$ cat config.mk
export PLATFORM = sky130hd
export DESIGN_NAME = cascade_controller
export DESIGN_NICKNAME = d
export VERILOG_FILES = /design/src/rtl/cascade_pkg.sv /design/src/rtl/cascade_controller.sv
export SDC_FILE = /design/constraint.sdc
export NUM_CORES = 1
export LEC_CHECK = 0
export BUFFER_PORTS_ARGS = -buffer_cell sky130_fd_sc_hd__buf_2
export CAP_MARGIN = 20
export CORE_ASPECT_RATIO = 1.4
export CORE_MARGIN = 2
export CORE_UTILIZATION = 40
export DETAILED_ROUTE_END_ITERATION = 6
export PLACE_DENSITY = 0.78
export SYNTH_ARGS = -nofsm -noshare
export SYNTH_HDL_FRONTEND = slang
export SYNTH_SLANG_ARGS = --single-unit
$ cat constraint.sdc
create_clock -name clk -period 3.3 [get_ports clk]
set_clock_uncertainty 0.05 [all_clocks]
set_input_delay 0.33 -clock clk [delete_from_list [all_inputs] [get_ports clk]]
set_output_delay 0.33 -clock clk [all_outputs]
set_load 0.01 [all_outputs]
$ cat src/rtl/cascade_pkg.sv
// Shared definitions for the cascade stage sequencer:
// stage-table header layout and controller state encoding.
package cascade_pkg;

    localparam int HDR_WORDS  = 3;
    localparam int K_W        = $clog2(HDR_WORDS);
    localparam int CLS_ADDR_W = 14;

    localparam logic [K_W-1:0] HDR_BASE = K_W'(0);
    localparam logic [K_W-1:0] HDR_NCLS = K_W'(1);
    localparam logic [K_W-1:0] HDR_THR  = K_W'(2);

    typedef enum logic [1:0] {
        IDLE,
        HDR_WAIT,
        HDR_READ,
        STAGE_WAIT
    } ctrl_state_t;

endpackage

$ cat src/rtl/cascade_controller.sv
// Walks the cascade stages of one window, fetching each stage header
// from the stage-table ROM and launching the stage evaluator.
module cascade_controller
    import cascade_pkg::*;
#(
    parameter int DATA_WIDTH = 32,
    parameter int HDR_ADDR_W = 8
) (
    input  logic                         clk,
    input  logic                         rst,
    input  logic                         win_start,
    input  logic                         abort,
    input  logic [7:0]                   num_stages,
    output logic [HDR_ADDR_W-1:0]        hdr_addr,
    input  logic [DATA_WIDTH-1:0]        hdr_data,
    output logic                         se_start,
    output logic [CLS_ADDR_W-1:0]        se_base_addr,
    output logic [15:0]                  se_num_classifiers,
    output logic signed [DATA_WIDTH-1:0] se_threshold,
    input  logic                         se_passed,
    input  logic                         se_done,
    output logic                         busy,
    output logic                         win_done,
    output logic                         is_face,
    output logic [7:0]                   stages_passed,
    output logic [7:0]                   fail_stage
);

    ctrl_state_t    state, state_n;
    logic [K_W-1:0] k;
    logic [7:0]     stage_idx;
    logic [7:0]     n_lat;

    logic accept, empty_win, capture, advance, launch, pass, fail;
    logic last;

    assign last = (stage_idx + 8'd1) == n_lat;
    assign busy = state != IDLE;

    always_comb begin
        state_n   = state;
        accept    = 1'b0;
        empty_win = 1'b0;
        capture   = 1'b0;
        advance   = 1'b0;
        launch    = 1'b0;
        pass      = 1'b0;
        fail      = 1'b0;
        if (abort) begin
            state_n = IDLE;
        end else begin
            unique case (state)
                IDLE: begin
                    if (win_start) begin
                        if (num_stages != 8'd0) begin
                            accept  = 1'b1;
                            state_n = HDR_WAIT;
                        end else begin
                            empty_win = 1'b1;
                        end
                    end
                end
                HDR_WAIT: state_n = HDR_READ;
                HDR_READ: begin
                    capture = 1'b1;
                    if (k != HDR_THR) begin
                        advance = 1'b1;
                        state_n = HDR_WAIT;
                    end else if (se_num_classifiers != 16'd0) begin
                        launch  = 1'b1;
                        state_n = STAGE_WAIT;
                    end else begin
                        // empty stage passes without the evaluator
                        pass = 1'b1;
                    end
                end
                STAGE_WAIT: begin
                    if (se_done) begin
                        if (se_passed) begin
                            pass = 1'b1;
                        end else begin
                            fail    = 1'b1;
                            state_n = IDLE;
                        end
                    end
                end
            endcase
            if (pass) state_n = last ? IDLE : HDR_WAIT;
        end
    end

    always_ff @(posedge clk or posedge rst) begin
        if (rst) state <= IDLE;
        else     state <= state_n;
    end

    always_ff @(posedge clk or posedge rst) begin
        if (rst) begin
            hdr_addr           <= '0;
            k                  <= HDR_BASE;
            stage_idx          <= 8'd0;
            n_lat              <= 8'd0;
            se_start           <= 1'b0;
            se_base_addr       <= '0;
            se_num_classifiers <= 16'd0;
            se_threshold       <= '0;
            win_done           <= 1'b0;
            is_face            <= 1'b0;
            stages_passed      <= 8'd0;
            fail_stage         <= 8'd0;
        end else begin
            se_start <= launch;
            win_done <= empty_win | fail | (pass & last);
            if (accept) begin
                stage_idx     <= 8'd0;
                k             <= HDR_BASE;
                stages_passed <= 8'd0;
                hdr_addr      <= '0;
                n_lat         <= num_stages;
            end
            if (empty_win) begin
                is_face       <= 1'b1;
                stages_passed <= 8'd0;
                fail_stage    <= 8'd0;
            end
            if (capture) begin
                unique case (k)
                    HDR_BASE: se_base_addr <= hdr_data[CLS_ADDR_W-1:0];
                    HDR_NCLS: se_num_classifiers <= hdr_data[15:0];
                    default:  se_threshold <= signed'(hdr_data);
                endcase
            end
            if (advance) begin
                hdr_addr <= hdr_addr + 1'b1;
                k        <= k + 1'b1;
            end
            if (fail) begin
                is_face    <= 1'b0;
                fail_stage <= stage_idx;
            end
            if (pass) begin
                stages_passed <= stages_passed + 8'd1;
                if (last) begin
                    is_face    <= 1'b1;
                    fail_stage <= n_lat;
                end else begin
                    stage_idx <= stage_idx + 8'd1;
                    hdr_addr  <= hdr_addr + 1'b1;
                    k         <= HDR_BASE;
                end
            end
        end
    end

endmodule
==> impl_metrics.json, run 1 <==
{
  "syn_to_final_growth_pct": 21.47,
  "first_iter_violations": 204,
  "min_period_ns": 2.891,
  "antenna_found_initial": 0,
  "setup_tns_ns": 0,
  "worst_ep_required_time_ns": 3.48,
  "core_region_area_mm2": 0.01243,
  "grt_first_pass_wirelength_mm": 20.18,
  "cts_made_buffers": 9,
  "final_common_cell": "buf_2",
  "hold_buffers": 1,
  "insertion_delay_ns": 0.34,
  "post-place-ws_ns": 0.4661,
  "row_count": 48,
  "worst_ep_arrival_time_ns": 3.07,
  "max_freq_mhz": 345.9,
  "fillerInstances": 1069,
  "dpl.hpwl_mm": 9.423,
  "power.total_mw": 4.218,
  "power_density_mw_per_mm2": 677.9,
  "rrSetupSlack_ns": 0.41,
  "drv_slew": 0,
  "cts_resized": 0,
  "setup_violations": 0,
  "tightest_slew_ns": 0.7516,
  "synth_edf_count": 0,
  "maxSlewHeadroom_pct": 49.90,
  "period_share_pct": 87.60,
  "drcViolationCount": 0,
  "hold_path.class": "in -> reg",
  "worstSetupPathType": "reg -> reg",
  "start_util_pct": 41.20,
  "final_nets": 613,
  "start_kind": "flip-flop",
  "grtUsageTotal_pct": 18.56,
  "crit_path_start": "stage_idx[0]",
  "status": "finished, final reports clean",
  "viasPerCell": 5.570,
  "synth_seq_cells": 109,
  "antenna_cells": 0,
  "netlist_area_mm2": 0.005122,
  "finalHoldViolCount": 0,
  "most-common-layout-cells": "buf_2, dfrtp_1, mux2_2",
  "final_layout_size_suffix_gt1_share_pct": 41.52,
  "r2r_end": "stage_idx[2]",
  "gp_congestion": 0.9551,
  "io_pins": 136,
  "detail_route.wl_per_cell_um": 17.61,
  "clkSlewWorstSetupHoldPaths_ns": 0.07,
  "cts_tree": "built",
  "finalWorstSetupSlack_ns": 0.4091,
  "ant_nets": 0,
  "vias": 3988,
  "routed_wl_mm": 12.61,
  "synth_cell_type_count": 56,
  "syn_area_per_cell_um2": 11.97,
  "drv_cap": 0,
  "cts_setup_buffers": 0,
  "htreeDepth": 3,
  "die_y_um": 137.9,
  "vdd_drop_max_v": 0.0005918,
  "path_max_fanout": 12,
  "grt_pass1_vias": 4203,
  "cts_root_buffer": "clkbuf_16",
  "ys_warn_count": 0,
  "hold_ws_ns": 0.1405,
  "end_kind": "flip-flop",
  "port_buffers": 135,
  "synth_ff_type": "dfrtp_1",
  "power_leakage_nw": 3.134,
  "cts_max_path_buffers": 2,
  "rr_worst_depth": 6,
  "ys_seq_area_share_pct": 53.25,
  "dr.pass1.iters": 5,
  "async_flop_share_pct": 100.0,
  "rsz0062_at_grt": "no",
  "synth_nets": 480,
  "reg2reg_from": "stage_idx[0]",
  "crit_end": "stage_idx[2]",
  "cts_sinks": 109,
  "grt.overflow.total": 0,
  "die_area_mm2": 0.01374,
  "synthCells": 428,
  "grt_max_degree": 71,
  "fp.dieW_um": 99.64
}
[per-layer routing]
| layer | up-vias | track usage (%) | share of wire (%) |
|---|---|---|---|
| li1 | 1826 | - | - |
| met1 | 2006 | 20.04 | 37 |
| met2 | 124 | 33.41 | 55 |
| met3 | 32 | 3.276 | 4.1 |
| met4 | 0 | 11.80 | 4.6 |
| met5 | - | 0 | 0 |
[cells by family (layout without fill, tap and decap cells)]
logic type	Yosys count	after routing	share of synthesized area, %
compound gates	78	78	11.19
xor+xnor	12	12	2.052
fa+ha+maj	6	6	1.466
buf+inv	26	164	2.907
flops	109	109	53.25
mux	74	74	16.22
simple gates	123	123	12.92
[cell type report]
cell class                 count  area [um2]  area share, %
multi-input combinational    293        2246          36.09
inverter                       8       32.53         0.5228
sequential                   109        2728          43.84
clock inverter                 6       61.31         0.9853
tap                          150       187.7          3.016
timing repair buffer         140       728.2          11.70
clock buffer                  10       239.0          3.841
[power breakdown]
part	switching [mW]	internal, mW
Combinational	0.608	0.584
Sequential	0.236	1.70
Clock	0.482	0.608
[worst min path at each step]
stage,cells after the start,start,endpoint
after floorplan,2,num_stages[2],n_lat[2]
after global placement,2,rst,se_threshold[26]
after detailed placement,2,rst,se_threshold[29]
after CTS,3,num_stages[6],n_lat[6]
after global routing,2,hdr_data[17],se_threshold[17]
final,3,num_stages[6],n_lat[6]
[registers in the layout, summed over array words and instances (netlist names)]
| name | flops |
|---|---|
| hdr_addr | 8 |
| se_num_classifiers | 16 |
| state | 2 |
| se_threshold | 32 |
| se_start | 1 |
| n_lat | 8 |
| se_base_addr | 14 |
| stage_idx | 8 |
| is_face | 1 |
| fail_stage | 8 |
| win_done | 1 |
| k | 2 |
| stages_passed | 8 |
[per-stage QoR]
| stage | utilization [%] | cell area, um2 | std cells |
|---|---|---|---|
| global route | 50.05 | 6222 | 716 |
| CTS | 50.05 | 6222 | 716 |
| finish | 50.05 | 6222 | 716 |
| global placement | 47.55 | 5912 | 699 |
| floorplan | - | 5122 | 428 |
| detailed placement | 47.55 | 5912 | 699 |
[synthesized netlist by cell type (8+ instances only)]
cell | number | area share [%]
nor2_1 | 11 | 0.81
xnor2_1 | 9 | 1.5
a22o_1 | 14 | 2.4
inv_1 | 8 | 0.59
a221o_1 | 8 | 1.6
o21ai_0 | 18 | 1.8
nand2_1 | 48 | 3.5
mux2_2 | 65 | 14
dfrtp_1 | 109 | 53
a21oi_1 | 9 | 0.88
[critical path, stage by stage (launching register included)]
cell       delay [ns]
dfrtp_1          0.45
ha_1             0.36
xor2_1           0.16
a2111oi_1        0.52
and4_1           0.62
a21oi_2          0.25
a221o_1          0.37
(Power assumes the default switching activity.)
==> run 2, diff against run 1 <==
==> constraint.sdc (replaced) <==
create_clock -name clk -period 2.35 [get_ports clk]
set_clock_uncertainty 0.05 [all_clocks]
set_input_delay 0.235 -clock clk [delete_from_list [all_inputs] [get_ports clk]]
set_output_delay 0.235 -clock clk [all_outputs]
set_load 0.01 [all_outputs]
==> run 2 against run 1 <==
The run now ends with negative hold slack left. Non-clock buffer count is 35 higher. Sequential power is 40% higher. Worst hold slack worse by 0.20 ns. Critical path type unchanged. Utilization is 2.8 points higher. Largest power group unchanged.
==> impl_metrics.json, run 2 (synthesized netlist as in run 1, its figures left out) <==
{
  "syn_to_final_growth_pct": 28.19,
  "status": "complete, but fails checks",
  "grt_max_degree": 110,
  "grt_busiest_layer": "met2",
  "end_kind": "flip-flop",
  "htreeDepth": 3,
  "hold_ws_ns": -0.06014,
  "cts_tree": "built",
  "setup_violations": 0,
  "tightest_slew_ns": 0.8213,
  "dr.pass1.iters": 4,
  "antenna_cells": 0,
  "pwr-share-seq_pct": 44.4,
  "final_layout_size_suffix_gt1_share_pct": 46.84,
  "r2r_end": "fail_stage[5]",
  "p_comb_share_pct": 29.1,
  "reg2reg_from": "stage_idx[2]",
  "drv_cap": 0,
  "grt_use_met2_pct": 34.61,
  "register_area_mm2": 0.002733,
  "rr_worst_depth": 7,
  "largest_reg_flops": 32,
  "power_frac_clock_pct": 26.5,
  "detail_route.wl_per_cell_um": 17.55,
  "final_nets": 649,
  "cts_sinks": 109,
  "cts_max_path_buffers": 2,
  "grt.overflow.total": 0,
  "hold_buffers": 0,
  "final_cells": 752,
  "fp.dieW_um": 99.64,
  "reg_top3": "se_threshold x32, se_num_classifiers x16, se_base_addr x14",
  "finalWorstSetupSlack_ns": 0.08977,
  "rrSetupSlack_ns": 0.09,
  "dp.cells": 733,
  "dpl.hpwl_mm": 9.601,
  "worstSetupPathType": "reg -> reg",
  "gp_congestion": 0.8056,
  "violations": "negative hold slack",
  "grt_pass1_vias": 4245,
  "port_buffers": 135,
  "first_iter_violations": 231,
  "clkSlewWorstSetupHoldPaths_ns": 0.08,
  "ant_nets": 0,
  "period_share_pct": 96.18,
  "drcViolationCount": 0,
  "maxSlewHeadroom_pct": 45.25,
  "switching_share_pct": 32.19,
  "min_period_ns": 2.260,
  "use_met1_pct": 22.20,
  "max_freq_mhz": 442.4,
  "finalHoldViolCount": 16,
  "post-place-ws_ns": -0.07423,
  "start_kind": "flip-flop",
  "final_common_cell": "buf_2",
  "most-common-layout-cells": "buf_2, dfrtp_1, mux2_2",
  "io_pins": 136,
  "vias": 4178,
  "cts_root_buffer": "clkbuf_16",
  "viasPerCell": 5.556,
  "hold_path.class": "in -> async",
  "core_region_area_mm2": 0.01243,
  "drv_slew": 0,
  "worst_ep_arrival_time_ns": 2.44,
  "die_area_mm2": 0.01374,
  "cts_made_buffers": 9,
  "antenna_found_initial": 0,
  "power_switching_mw": 1.959,
  "insertion_delay_ns": 0.35,
  "worst_ep_required_time_ns": 2.53,
  "row_count": 48,
  "die_y_um": 137.9,
  "routed_wl_mm": 13.20,
  "path_max_fanout": 10,
  "power.total_mw": 6.086,
  "grt_util_met3_pct": 3.579,
  "vdd_drop_max_v": 0.0006182,
  "power_density_mw_per_mm2": 926.9,
  "grt_first_pass_wirelength_mm": 21.06,
  "start_util_pct": 41.20,
  "largest_register": "se_threshold",
  "power_leakage_nw": 3.325,
  "p_int_mw": 4.127,
  "multi_input_comb_area_mm2": 0.002296,
  "fillerInstances": 1049,
  "rsz0062_at_grt": "yes",
  "grtUsageTotal_pct": 19.42
}
-- run 2: cell count changes in the layout (fill, tap and decap cells not counted), moves of 2 or more --
cell | before | now
buf_4 | 3 | 38
clkinv_2 | 3 | 0
clkinv_4 | 0 | 2
dfrtp_1 | 109 | 105
dfrtp_2 | 0 | 4
inv_8 | 0 | 3
nor4_1 | 7 | 5
nor4_2 | 0 | 2
-- run 2: cell type report --
type,count,share of cell area [%]
Timing Repair Buffer,175,15.24
Clock inverter,7,1.372
Multi-Input combinational cell,294,34.97
Tap cell,150,2.858
Inverter,8,0.5145
Sequential cell,109,41.62
Clock buffer,9,3.430
-- run 2: how the worst max path moves through the flow --
stage	startpoint	endpoint	cells after the start
detailed placement	stage_idx[0]	fail_stage[4]	7
global placement	stage_idx[0]	fail_stage[1]	7
finish	stage_idx[2]	fail_stage[5]	7
CTS	stage_idx[4]	stage_idx[1]	8
floorplan	stage_idx[0]	hdr_addr[2]	8
global route	stage_idx[0]	fail_stage[5]	7
-- run 2: per-stage QoR --
step           cell area (um2)   TNS (ns)  utilization (%)
6_report                  6566          0            52.82
5_1_grt                   6566  -0.004800            52.82
4_1_cts                   6520          0            52.45
3_5_place_dp              6181    -0.5607            49.72
3_3_place_gp              6181   -0.06999            49.72
2_1_floorplan             5126          0                -
-- run 2: power groups by stage --
| stage | clock network (mW) | registers, mW | logic [mW] |
|---|---|---|---|
| 3_5_place_dp | 0 | 2.73 | 1.76 |
| 2_1_floorplan | 0 | 2.92 | 0.739 |
| 6_report | 1.61 | 2.70 | 1.77 |
| 5_1_grt | 1.70 | 2.78 | 1.91 |
| 3_3_place_gp | 0 | 2.70 | 1.70 |
| 4_1_cts | 1.64 | 2.70 | 1.78 |
-- run 2: what timing repair did --
item,in CTS,in global routing
setup buffers,1,1
gates cloned,1,0
gates resized for setup,2,9
endpoints found under the setup margin,15,22
pin swaps,2,3
-- run 2: metal layers --
layer  wire (um)  vias up
li1            -     1906
met1        4975     2109
met2        7225      135
met3         585       28
met4         412        0
met5           0        -
-- run 2: worst max-delay path, stage by stage, from the launching register on --
cell	delay, ns
dfrtp_2	0.46
or3b_1	0.40
a211oi_2	0.22
or3_1	0.15
and4_1	0.22
buf_12	0.15
nand3_2	0.14
mux2_1	0.35
==> run 3, diff against run 2 <==
--- a/config.mk
+++ b/config.mk
@@ -5,6 +5,7 @@
 export SDC_FILE = /design/constraint.sdc
 export NUM_CORES = 1
 export LEC_CHECK = 0
+export ABC_AREA = 1
 export BUFFER_PORTS_ARGS = -buffer_cell sky130_fd_sc_hd__buf_2
 export CAP_MARGIN = 20
 export CORE_ASPECT_RATIO = 1.4
==> run 3 against run 2 <==
The run still ends with negative hold slack left. Utilization fell by 2.1 points. Sequential power is 6% higher. Design area fell by 2.0%. Global-route usage is 0.70 points lower. Clock-buffer cell count unchanged. Non-clock buffer count is 27 lower. First-iteration DRC count increased by 4.3%. Sequential share of layout area up 0.79 points. Flip-flop and latch count did not move. Critical path type unchanged. Largest cell class unchanged.
==> impl_metrics.json, run 3 <==
{
  "power_leakage_nw": 3.531,
  "grt_max_degree": 110,
  "final_common_cell": "nand2_1",
  "fin_area_mm2": 0.006432,
  "cts_made_buffers": 9,
  "die_area_mm2": 0.01380,
  "synth_edf_count": 0,
  "cts_sinks": 109,
  "synth_top_area_share_pct": 53.03,
  "period_share_pct": 90.66,
  "most-common-layout-cells": "nand2_1, buf_2, dfrtp_1",
  "port_buffers": 135,
  "largest_register": "se_threshold",
  "dr.pass1.iters": 4,
  "hold_path.class": "in -> async",
  "dpl.hpwl_mm": 9.482,
  "antenna_found_initial": 1,
  "multi_input_comb_area_mm2": 0.002122,
  "cts_tree": "built",
  "post-place-ws_ns": 0.1104,
  "netlist_area_mm2": 0.005144,
  "finalHoldViolCount": 24,
  "post_dp_cell_area_mm2": 0.006015,
  "synth_nets": 665,
  "min_period_ns": 2.131,
  "yosysMostFrequentCell": "nand2_1",
  "ys_top_cells_by_count": "nand2_1, dfrtp_1, o21ai_0",
  "final_layout_size_suffix_gt1_share_pct": 26.75,
  "path_max_fanout": 11,
  "yosys-top-cells-area": "dfrtp_1, nand2_1, o21ai_0",
  "final_nets": 806,
  "row_count": 49,
  "rsz0062_at_grt": "no",
  "io_pins": 136,
  "worst_ep_required_time_ns": 2.58,
  "drv_slew": 0,
  "cts_root_buffer": "clkbuf_16",
  "synth_ff_type": "dfrtp_1",
  "max_freq_mhz": 469.4,
  "end_kind": "flip-flop",
  "hold_ws_ns": -0.01489,
  "insertion_delay_ns": 0.35,
  "start_kind": "flip-flop",
  "syn_area_per_cell_um2": 8.391,
  "clkSlewWorstSetupHoldPaths_ns": 0.07,
  "setup_violations": 0,
  "routed_wl_mm": 12.75,
  "ys_seq_area_share_pct": 53.03,
  "gp_congestion": 0.8923,
  "fp.dieW_um": 99.84,
  "violations": "negative hold slack",
  "power.total_mw": 6.715,
  "viasPerCell": 4.872,
  "synthCells": 613,
  "reg_top3": "se_threshold x32, se_num_classifiers x16, se_base_addr x14",
  "hold_buffers": 0,
  "grt_first_pass_wirelength_mm": 20.79,
  "fillerInstances": 1207,
  "cts_max_path_buffers": 2,
  "synth_seq_cells": 109,
  "power_density_mw_per_mm2": 1044,
  "grtUsageTotal_pct": 18.72,
  "worst_ep_arrival_time_ns": 2.36,
  "largest_reg_flops": 32,
  "synth_top_cell_by_area": "dfrtp_1",
  "status": "complete, but fails checks",
  "register_area_mm2": 0.002728,
  "vias": 4448,
  "rrSetupSlack_ns": 0.22,
  "setup_tns_ns": 0,
  "drv_cap": 0,
  "htreeDepth": 3,
  "ant_nets": 0,
  "vdd_drop_max_v": 0.0005315,
  "worstSetupPathType": "reg -> reg",
  "synth_cell_type_count": 26,
  "first_iter_violations": 241,
  "async_flop_share_pct": 100.0,
  "maxSlewHeadroom_pct": 59.79,
  "detail_route.wl_per_cell_um": 13.96,
  "start_util_pct": 40.53,
  "ys_warn_count": 0,
  "core_region_area_mm2": 0.01269,
  "drcViolationCount": 0,
  "finalWorstSetupSlack_ns": 0.2194,
  "grt.overflow.total": 0,
  "die_y_um": 138.2,
  "syn_to_final_growth_pct": 25.05,
  "tightest_slew_ns": 0.6031,
  "grt_pass1_vias": 4273
}
-- run 3: timing repair --
action | in CTS | in global routing
resized for setup | 0 | 6
setup endpoints to repair | 0 | 20
buffers inserted | 0 | 4
-- run 3: cell type report --
type                       instances  area share [%]
clock buffer                       9           3.501
inverter                          64           3.793
tap                              153           2.976
timing repair buffer             148           12.41
clock inverter                     7           1.887
antenna                            1         0.03890
sequential                       109           42.40
multi-input combinational        422           32.99
-- run 3: report_power, final --
part           internal (mW)  leakage, nW  switching, mW
clock network           1.05        0.170          0.698
registers               2.48         1.42          0.393
logic                  0.881         1.94           1.21
total                   4.41         3.53           2.30
-- run 3: final timing paths --
check                                start               end  cells after the start
setup / recovery              stage_idx[0]      stage_idx[2]                     12
hold / removal                         rst  stages_passed[4]                      3
setup reg to reg              stage_idx[0]      stage_idx[2]                     12
hold reg to reg            se_base_addr[8]   se_base_addr[8]                      2
max in group asynchronous              rst       hdr_addr[3]                      3
min in group clk             num_stages[4]          n_lat[4]                      3
-- run 3: cell families (layout without fill, tap and decap cells) --
group	Yosys count	in the layout	synth area share, %
other cells	0	1	0
xor+xnor	10	10	1.703
mux	16	16	3.503
compound gates	71	71	7.030
fa+ha+maj	6	6	1.459
simple gates	319	319	27.05
flops	109	109	53.03
buf+inv	82	228	6.227
-- run 3: per-layer routing --
metal  part of all wire, %  wire length (um)  vias up  GRT usage [%]
li1                      -                 -     2236              -
met1                    40              5145     2063          21.88
met2                    51              6556      128          32.54
met3                   5.4               682       21          4.499
met4                   2.8               361        0          7.787
met5                     0                 0        -              0
-- run 3: stage by stage --
stage	cells	util [%]
floorplan	613	-
global placement	892	47.39
detailed placement	892	47.39
CTS	908	50.12
global route	913	50.69
finish	913	50.69
-- run 3: worst max-delay path: stages, from the launching register on --
cell and delay, ns:
dfrtp_1 0.44, ha_1 0.33, inv_1 0.07, or2_2 0.10, nand2_1 0.06, nor2_2 0.11, nand3_1 0.12, nor2_2 0.18
nand3_4 0.15, nand2_8 0.16, buf_4 0.14, nand3_1 0.06, nand2_1 0.09
